--- src/rtl/panel_pkg.sv ---
// Shared front-panel definitions: selection encodings and controls-word bit map.
// The high-level mode FSM imports the same constants to decode the controls word.
package panel_pkg;

    typedef enum logic [1:0] {
        SEL_F = 2'd0,
        SEL_T = 2'd1,
        SEL_M = 2'd2
    } sel_e;

    localparam int unsigned CTL_VAL_LSB  = 0;
    localparam int unsigned CTL_VAL_MSB  = 7;
    localparam int unsigned CTL_RSVD     = 8;
    localparam int unsigned CTL_SEL_M    = 9;
    localparam int unsigned CTL_SEL_T    = 10;
    localparam int unsigned CTL_SEL_F    = 11;
    localparam int unsigned CTL_ENTER    = 12;
    localparam int unsigned CTL_MODE_LSB = 13;
    localparam int unsigned CTL_MODE_MSB = 14;
    localparam int unsigned CTL_WIDTH    = 15;

    localparam int unsigned SWITCH_WIDTH = 10;

endpackage

--- src/rtl/button_debouncer.sv ---
// One raw button: multi-flop synchronizer, stable-count debounce and a registered
// rise strobe asserted in the cycle the debounced level goes 0->1.
module button_debouncer #(
    parameter int unsigned SYNC_STAGES     = 2,
    parameter int unsigned DEBOUNCE_CYCLES = 650000
) (
    input  logic clock,
    input  logic reset,
    input  logic raw,
    output logic level,
    output logic rise
);

    localparam int unsigned CNT_W = (DEBOUNCE_CYCLES > 1) ? $clog2(DEBOUNCE_CYCLES) : 1;
    localparam logic [CNT_W-1:0] CNT_LAST = CNT_W'(DEBOUNCE_CYCLES - 1);

    logic [SYNC_STAGES-1:0] sync_chain;
    logic                   synced;
    logic [CNT_W-1:0]       count;
    logic [CNT_W-1:0]       count_next;
    logic                   level_next;

    assign synced = sync_chain[SYNC_STAGES-1];

    always_ff @(posedge clock or posedge reset) begin
        if (reset) begin
            sync_chain <= '0;
        end else begin
            sync_chain <= {sync_chain[SYNC_STAGES-2:0], raw};
        end
    end

    // Any cycle where the synchronized input agrees with the debounced level restarts the count.
    always_comb begin
        count_next = '0;
        level_next = level;
        if (synced != level) begin
            if (count == CNT_LAST) begin
                level_next = synced;
            end else begin
                count_next = count + CNT_W'(1);
            end
        end
    end

    always_ff @(posedge clock or posedge reset) begin
        if (reset) begin
            count <= '0;
            level <= 1'b0;
            rise  <= 1'b0;
        end else begin
            count <= count_next;
            level <= level_next;
            rise  <= level_next & ~level;
        end
    end

endmodule

--- src/rtl/panel_control_encoder.sv ---
// Front-panel conditioner: debounced buttons become single-cycle select/enter
// pulses, synchronized switches feed the value and mode fields of the controls word.
module panel_control_encoder
    import panel_pkg::*;
#(
    parameter int unsigned DEBOUNCE_CYCLES = 650000,
    parameter int unsigned SYNC_STAGES     = 2
) (
    input  logic                      clock,
    input  logic                      reset,
    input  logic                      btn_f,
    input  logic                      btn_t,
    input  logic                      btn_m,
    input  logic                      btn_enter,
    input  logic [SWITCH_WIDTH-1:0]   switch,
    output logic [CTL_WIDTH-1:0]      controls,
    output logic [1:0]                active_sel
);

    logic rise_f;
    logic rise_t;
    logic rise_m;
    logic rise_e;
    logic level_f;
    logic level_t;
    logic level_m;
    logic level_e;
    logic unused_levels;

    logic [SWITCH_WIDTH-1:0] sw_sync [SYNC_STAGES];
    logic [SWITCH_WIDTH-1:0] sw_level;

    logic [CTL_WIDTH-1:0] ctl_q;
    logic [CTL_WIDTH-1:0] ctl_next;
    sel_e                 active_q;
    sel_e                 active_next;
    logic                 pending_q;
    logic                 pending_next;
    logic                 any_sel;

    button_debouncer #(
        .SYNC_STAGES     (SYNC_STAGES),
        .DEBOUNCE_CYCLES (DEBOUNCE_CYCLES)
    ) u_deb_f (
        .clock (clock),
        .reset (reset),
        .raw   (btn_f),
        .level (level_f),
        .rise  (rise_f)
    );

    button_debouncer #(
        .SYNC_STAGES     (SYNC_STAGES),
        .DEBOUNCE_CYCLES (DEBOUNCE_CYCLES)
    ) u_deb_t (
        .clock (clock),
        .reset (reset),
        .raw   (btn_t),
        .level (level_t),
        .rise  (rise_t)
    );

    button_debouncer #(
        .SYNC_STAGES     (SYNC_STAGES),
        .DEBOUNCE_CYCLES (DEBOUNCE_CYCLES)
    ) u_deb_m (
        .clock (clock),
        .reset (reset),
        .raw   (btn_m),
        .level (level_m),
        .rise  (rise_m)
    );

    button_debouncer #(
        .SYNC_STAGES     (SYNC_STAGES),
        .DEBOUNCE_CYCLES (DEBOUNCE_CYCLES)
    ) u_deb_e (
        .clock (clock),
        .reset (reset),
        .raw   (btn_enter),
        .level (level_e),
        .rise  (rise_e)
    );

    assign unused_levels = ^{level_f, level_t, level_m, level_e};

    // Switches are level inputs: synchronized only, never debounced.
    always_ff @(posedge clock or posedge reset) begin
        if (reset) begin
            for (int unsigned i = 0; i < SYNC_STAGES; i++) begin
                sw_sync[i] <= '0;
            end
        end else begin
            sw_sync[0] <= switch;
            for (int unsigned i = 1; i < SYNC_STAGES; i++) begin
                sw_sync[i] <= sw_sync[i-1];
            end
        end
    end

    assign sw_level = sw_sync[SYNC_STAGES-1];

    always_comb begin
        ctl_next     = '0;
        active_next  = active_q;
        pending_next = 1'b0;
        any_sel      = rise_f | rise_t | rise_m;

        ctl_next[CTL_VAL_MSB:CTL_VAL_LSB]   = sw_level[7:0];
        ctl_next[CTL_MODE_MSB:CTL_MODE_LSB] = sw_level[9:8];

        // Coincident lower-priority rises are dropped outright, not queued.
        if (rise_f) begin
            ctl_next[CTL_SEL_F] = 1'b1;
            active_next         = SEL_F;
        end else if (rise_t) begin
            ctl_next[CTL_SEL_T] = 1'b1;
            active_next         = SEL_T;
        end else if (rise_m) begin
            ctl_next[CTL_SEL_M] = 1'b1;
            active_next         = SEL_M;
        end

        // Enter yields to any select; a held-off enter collapses into one pulse.
        if (rise_e || pending_q) begin
            if (any_sel) begin
                pending_next = 1'b1;
            end else begin
                ctl_next[CTL_ENTER] = 1'b1;
            end
        end
    end

    always_ff @(posedge clock or posedge reset) begin
        if (reset) begin
            ctl_q     <= '0;
            active_q  <= SEL_F;
            pending_q <= 1'b0;
        end else begin
            ctl_q     <= ctl_next;
            active_q  <= active_next;
            pending_q <= pending_next;
        end
    end

    assign controls   = ctl_q;
    assign active_sel = active_q;

endmodule

--- config.mk ---
export PLATFORM = sky130hd
export DESIGN_NAME = panel_control_encoder
export DESIGN_NICKNAME = d
export VERILOG_FILES = /design/src/rtl/panel_pkg.sv /design/src/rtl/button_debouncer.sv /design/src/rtl/panel_control_encoder.sv
export SDC_FILE = /design/constraint.sdc
export NUM_CORES = 1
export LEC_CHECK = 0
export ABC_AREA = 1
export BUFFER_PORTS_ARGS = -buffer_cell sky130_fd_sc_hd__buf_2
export CORE_MARGIN = 8
export CORE_UTILIZATION = 45
export CTS_CLUSTER_DIAMETER = 150
export DETAILED_ROUTE_END_ITERATION = 7
export PLACE_DENSITY_LB_ADDON = 0.15
export SLEW_MARGIN = 20
export SYNTH_ARGS = -nofsm -noshare
export SYNTH_HDL_FRONTEND = slang
export SYNTH_HIERARCHICAL = 1
export SYNTH_SLANG_ARGS = --single-unit
export TNS_END_PERCENT = 30
--- constraint.sdc ---
create_clock -name clock -period 1.3 [get_ports clock]
set_input_delay 0.195 -clock clock [delete_from_list [all_inputs] [get_ports clock]]
set_output_delay 0.195 -clock clock [all_outputs]
set_load 0.005 [all_outputs]
==> results of run 1 <==
## how the worst max path moves through the flow
stage / start / endpoint / slack (ns) / cells after the start
6_report: u_deb_t/count[1] / u_deb_t/count[14] / -0.11 / 8
5_1_grt: u_deb_f/count[0] / u_deb_f/count[14] / -0.17 / 8
4_1_cts: u_deb_t/count[1] / u_deb_t/count[14] / -0.06 / 8
3_5_place_dp: u_deb_m/count[0] / u_deb_m/count[9] / -0.1 / 6
3_3_place_gp: u_deb_m/count[1] / u_deb_m/count[9] / -0.08 / 6
2_1_floorplan: u_deb_e/count[0] / u_deb_e/count[16] / -0.008 / 8
## worst register-to-register path: stages, from the launching register on
cell and delay (ns):
dfrtp_1 0.40, ha_4 0.18, nand2_4 0.07, nor2_4 0.16
nand2_4 0.09, nor2_4 0.14, nand2_2 0.09, nand3_1 0.11
nor2_1 0.05
## registers in the layout, summed over array words and instances (netlist names), 2 cells and up
signal,flops
u_deb_f/sync_chain,2
u_deb_m/count,20
u_deb_e/sync_chain,2
u_deb_t/sync_chain,2
u_deb_t/count,20
active_sel,2
sw_level,10
u_deb_e/count,20
u_deb_m/sync_chain,2
u_deb_f/count,20
sw_sync,10
controls,14
## timing repair
item | in CTS | in global routing
pin swaps | 14 | 34
endpoints found under the hold margin | 147 | 0
hold buffers | 15 | 0
endpoints found under the setup margin | 56 | 77
resized for setup | 29 | 124
buffers inserted | 9 | 13
## area by class of cell
| class | count | area, µm² |
|---|---|---|
| Tap cell | 180 | 225.2 |
| Sequential cell | 133 | 3357 |
| Timing Repair Buffer | 142 | 1050 |
| Clock buffer | 22 | 474.2 |
| Clock inverter | 9 | 150.1 |
| Fill cell | 1157 | 5059 |
| Inverter | 89 | 334.1 |
| Multi-Input combinational cell | 552 | 3124 |
## cells by family (layout without fill, tap and decap cells)
family                   after synthesis  count (layout)  share of synthesized area [%]
buffers and inverters                 90             262                          5.407
adder cells (fa/ha/maj)                4               4                         0.7923
AND/OR/NAND/NOR                      482             482                          33.53
AO/OA/AOI/OAI                         33              33                          2.614
other                                  1               1                        0.05936
XOR/XNOR                              32              32                          4.912
flip-flops                           133             133                          52.68
## through the flow
| stage | hold slack (ns) | util (%) | worst slack [ns] | total power [W] |
|---|---|---|---|---|
| finish | 0.2979 | 63.27 | -0.1056 | 0.009749 |
| global route | 0.3151 | 63.27 | -0.1696 | 0.01011 |
| CTS | 0.2990 | 59.89 | -0.05766 | 0.009840 |
| detailed placement | 0.1523 | 52.99 | -0.09586 | 0.004689 |
| global placement | 0.1300 | 52.99 | -0.07800 | 0.004675 |
| floorplan | 0.2096 | - | -0.007988 | 0.004517 |
## metal layers
layer	GRT usage (%)	vias up	wire length, µm
met5	0	-	0
met1	21.04	2665	6903
li1	-	2750	-
met3	3.938	34	590
met2	30.84	137	8265
met4	6.800	0	292
## power by group
part           switching (W)  internal (W)  total [W]
sequential         0.0000606       0.00423    0.00429
clock                0.00171       0.00334    0.00505
combinational       0.000233      0.000171   0.000404
total                0.00201       0.00774    0.00975
## cell usage after synthesis, drive strengths merged
cell type	number
nand3b	8
xor2	20
buf	1
nand2	167
xnor2	12
nor3b	4
dfrtp	133
o21ai	16
ha	4
nand3	57
nor3	20
inv	89
a21oi	17
nor2	210
conb	1
nand4	16
==> reports/metrics.csv, run 1 <==
metric;value;unit
fin_area;0.008715;mm²
overflow;0;
cts_root_buf;clkbuf_16;
syn_inst;775;
criticalPathCategory;reg2reg;
initial_core_util;45.87;%
maxCapViolCount;0;
grt_usage;17.77;%
path_cells;ha_4, nand2_4, nor2_4, nand2_4, nor2_4, nand2_2, nand3_1, nor2_1;
path_delay_family;simple AND/OR/NAND/NOR gates;
worstReg2RegEnd;u_deb_t/count[14];
synthTopCellsByArea;dfrtp_1 53%, nor2_1 11%, nand2_1 9.0%, inv_1 5.0%, nand3_1 4.2%;
end_kind;flop;
coreArea;0.01377;mm²
critPathRequiredTime;1.60;ns
dp.cells;1059;
avgRoutedWirePerCell;14.24;µm
synth_area_per_cell;8.151;µm²
post_dp_cell_area;0.007298;mm²
antenna_found_initial;0;
violations;negative setup slack;
layout_min_cycle_time;1.406;ns
antenna_left;0;
die_area;0.01809;mm²
clk_pin_slew_worst_paths;0.05;ns
netlist_area;0.006317;mm²
grt_first_pass_wirelength;25750;µm
powerDensity;1119;mW/mm²
num_rows;43;
seq_area_frac_synth;52.68;%
slowest_stage;dfrtp_1;
finalSetupTns;-1.103;ns
instances_no_fill;1127;
setup_violations;32;
numPortBuffers;31;
outcome;finished with violations;
die_h;134.5;µm
drcViolationCount;0;
reg2reg_depth;8;
slowest_delay;0.40;ns
drive_gt1_share;33.47;%
syn-num-nets;795;
max_freq;711.4;MHz
crit_buf_inv;0;
synth_top_area_share;52.68;%
dp_hpwl;10610;µm
ys_warn_count;6;
synth_cell_types;22;
vdd_ir_drop_max;0.9001;mV
synth.largest_area_cell;dfrtp_1;
finClkSkew;0.004365;ns
cts_tree;done;
critPathLaunchType;flop;
hold_violations;0;
h-tree-depth;4;
clk_latency;0.41;ns
vias_per_cell;4.957;
critPathMaxFanout;3;
crit_arrival;1.70;ns
cts_buffer_depth;2;
r2r-start;u_deb_t/count[1];
p_leak;3.988;nW
routed_wl;16050;µm
die_w;134.5;µm
drv_slew;0;
globalplace.congestion;0.9010;
fin_crit_sh;108.1;%
grt_max_degree;35;
areaGrowthSynthToFinish;37.95;%
min_path_type;in2async;
grt_setup_unrepaired;yes;
worst_slack;-0.1056;ns
cts_buffers;17;
clock-sinks;133;
ios;33;
layout_commonest_cell;nor2_1;
drt_pass1_iterations;5;
synth-seq-cells;133;
initialDrtViolationCount;418;
num_antenna_cells;0;
grt_pass1_vias;5640;
vias;5586;
fin_nets;955;
ff2ff_setup_slack;-0.11;ns
layout_common_cells;152 x nor2_1, 134 x nand2_1, 110 x dfrtp_1;
Note: power is estimated with default switching activity, not from simulation.
==> inputs of run 2 (changes only) <==
- CORE_UTILIZATION: 45 -> 43
- SETUP_SLACK_MARGIN: unset -> 0.5
- SYNTH_HIERARCHICAL: 1 -> unset
==> run 2 against run 1 <==
Effect of this change: maximum frequency down 4.7%; design area up 7.5%; critical path depth down 1; sequential share of layout area down 2.7 points; routed wire length up 5.3%; clock power down 8.1%; non-clock buffer count up 15; cell count up 1.1%; via count up 3.7%; the run still ends with negative setup slack left; die area up 3.6%; clock skew up 0.0065 ns.
==> reports/metrics.csv, run 2 <==
metric;value;unit;change
outcome;finished with violations;;unchanged
violations;negative setup slack;;unchanged
fin_util;64.95;%;was 63.27%
synthMostInstantiatedCell;nor2_1;;unchanged
grt_setup_unrepaired;yes;;unchanged
synth_commonest_cells;189 x nor2_1, 150 x nand2_1, 133 x dfrtp_1, 80 x inv_1, 69 x nand3_1;;was 193 x nor2_1, 151 x nand2_1, 133 x dfrtp_1, 84 x inv_1, 53 x nand3_1
powerDensity;1009;mW/mm²;was 1119 mW/mm²
numPortBuffers;31;;unchanged
initialDrtViolationCount;440;;was 418
clk_pin_slew_worst_paths;0.07;ns;was 0.05 ns
synthArstFlopShare;100.0;%;unchanged
vias;5792;;was 5586
fin_crit_sh;113.5;%;was 108.1%
synth_area_per_cell;8.159;µm²;was 8.151 µm²
fin_nets;962;;was 955
critPathLaunchType;flop;;unchanged
drv_slew;0;;unchanged
layout_common_cells;125 x nand2_1, 124 x nor2_1, 111 x dfrtp_1;;was 152 x nor2_1, 134 x nand2_1, 110 x dfrtp_1
worst_slack;-0.1752;ns;was -0.1056 ns
min_path_type;in2async;;unchanged
synth_top_area_share;52.98;%;was 52.68%
avgRoutedWirePerCell;14.84;µm;was 14.24 µm
maxCapViolCount;0;;unchanged
areaGrowthSynthToFinish;49.11;%;was 37.95%
h-tree-depth;4;;unchanged
die_area;0.01873;mm²;was 0.01809 mm²
swShare;24.24;%;was 20.57%
num_rows;44;;was 43
vias_per_cell;5.085;;was 4.957
post_dp_cell_area;0.007310;mm²;was 0.007298 mm²
antenna_left;0;;unchanged
pwr-share-seq;45.5;%;was 44.0%
setup_violations;42;;was 32
fin_area;0.009368;mm²;was 0.008715 mm²
finClkSkew;0.01084;ns;was 0.004365 ns
drcViolationCount;0;;unchanged
die_h;136.9;µm;was 134.5 µm
synth-seq-cells;133;;unchanged
criticalPathCategory;reg2reg;;unchanged
grt_usage;17.55;%;was 17.77%
p_leak;4.161;nW;was 3.988 nW
end_kind;flop;;unchanged
cts_buffers;17;;unchanged
die_w;136.9;µm;was 134.5 µm
grt_pass1_vias;5614;;was 5640
antenna_found_initial;0;;unchanged
synth_cell_types;29;;was 22
synth.largest_area_cell;dfrtp_1;;unchanged
finalSetupTns;-1.720;ns;was -1.103 ns
cts_buffer_depth;2;;unchanged
combPwrFrac;5.4;%;was 4.1%
dp_slack;-0.1703;ns;was -0.09586 ns
ys_warn_count;0;;was 6
synthTopCellsByArea;dfrtp_1 53%, nor2_1 11%, nand2_1 9.0%, nand3_1 5.5%, inv_1 4.8%;;was dfrtp_1 53%, nor2_1 11%, nand2_1 9.0%, inv_1 5.0%, nand3_1 4.2%
drt_pass1_iterations;8;;was 5
max_freq;677.9;MHz;was 711.4 MHz
clock-sinks;133;;unchanged
initial_core_util;43.55;%;was 45.87%
p_int;0.007162;W;was 0.007744 W
clk_latency;0.43;ns;was 0.41 ns
layout_min_cycle_time;1.475;ns;was 1.406 ns
grt_max_degree;69;;was 35
hold_violations;0;;unchanged
globalplace.congestion;0.8997;;was 0.9010
cts_root_buf;clkbuf_16;;unchanged
syn_inst;770;;was 775
dp_hpwl;10220;µm;was 10610 µm
p_sw;0.002292;W;was 0.002006 W
syn-num-nets;790;;was 795
routed_wl;16910;µm;was 16050 µm
coreArea;0.01442;mm²;was 0.01377 mm²
netlist_area;0.006282;mm²;was 0.006317 mm²
synth_flop_cell;dfrtp_1;;unchanged
clkPwrFrac;49.1;%;was 51.8%
drive_gt1_share;41.78;%;was 33.47%
synth-edff-count;0;;unchanged
layout_commonest_cell;nand2_1;;was nor2_1
cts_tree;done;;unchanged
critPathMaxFanout;3;;unchanged
critPathRequiredTime;1.64;ns;was 1.60 ns
ios;33;;unchanged
seq_area_frac_synth;52.98;%;was 52.68%
overflow;0;;unchanged
crit_arrival;1.82;ns;was 1.70 ns
vdd_ir_drop_max;1.005;mV;was 0.9001 mV
num_antenna_cells;0;;unchanged
grt_first_pass_wirelength;26010;µm;was 25750 µm
-- run 2: cell count changes after synthesis, sizes merged, moves of 5 or more --
cell    delta
nor3       -5
nand2      -5
nor2       -6
xor2       +7
nand3     +14
nand3b     -7
-- run 2: layout make-up --
cell class | count | area [µm²]
sequential | 133 | 3356
fill | 1095 | 5056
tap | 184 | 230.2
clock inverter | 13 | 125.1
timing repair buffer | 157 | 1237
clock buffer | 19 | 442.9
inverter | 86 | 344.1
multi-input combinational | 547 | 3632
-- run 2: cell families after synthesis --
| kind of cell | Yosys count | synth area share [%] |
|---|---|---|
| xor gates and xnor gates | 36 | 5.258 |
| AOI/OAI and AO/OA | 33 | 2.748 |
| other | 1 | 0.05969 |
| buffers and inverters | 90 | 5.537 |
| adders and majority gates | 4 | 0.7967 |
| and+or+nand+nor | 473 | 32.62 |
| DFF | 133 | 52.98 |
-- run 2: what timing repair did --
item | CTS | global route
setup buffers | 10 | 16
resized for setup | 137 | 163
hold buffers | 15 | 0
setup endpoints to repair | 108 | 229
pin swaps | 95 | 95
hold endpoints to repair | 147 | 0
-- run 2: critical path: stages, from the launching register on --
cell and delay (ns):
dfrtp_1 0.44, ha_4 0.20, nand3_4 0.11, inv_4 0.11
nand3_4 0.10, o21ai_2 0.18, nand2_1 0.09, nor2_1 0.16
-- run 2: final timing paths --
path / slack [ns] / end / cells past startpoint / start
max in group asynchronous: 0.84 / u_deb_f.count[10] / 4 / reset
min in group clock: 0.34 / controls[6] / 0 / sw_level[6]
worst min-delay path: 0.14 / u_deb_t.count[6] / 4 / reset
worst max register to register: -0.18 / u_deb_t.count[18] / 7 / u_deb_t.count[1]
worst min register to register: 0.34 / controls[6] / 0 / sw_level[6]
worst max-delay path: -0.18 / u_deb_t.count[18] / 7 / u_deb_t.count[1]
-- run 2: routing by layer --
layer	global-route usage (%)	vias up	wire length (µm)	part of all wire, %
li1	-	2770	-	-
met1	21.44	2803	7102	42
met2	28.68	176	8509	50
met3	4.662	43	773	4.6
met4	7.725	0	522	3.1
met5	0	-	0	0
-- run 2: power groups by stage --
stage	combinational, W	clock (W)	sequential [W]
finish	0.000510	0.00464	0.00430
global route	0.000567	0.00492	0.00431
CTS	0.000416	0.00474	0.00428
detailed placement	0.000322	0	0.00435
global placement	0.000319	0	0.00434
floorplan	0.000159	0	0.00435
-- run 2: per-stage QoR --
stage / hold slack, ns / cells / power (W)
6_report: 0.1371 / 1139 / 0.009454
2_1_floorplan: 0.2264 / 770 / 0.004506
5_1_grt: 0.1765 / 1139 / 0.009799
4_1_cts: 0.3437 / 1123 / 0.009436
3_5_place_dp: 0.3044 / 1066 / 0.004670
3_3_place_gp: 0.3027 / 1066 / 0.004663
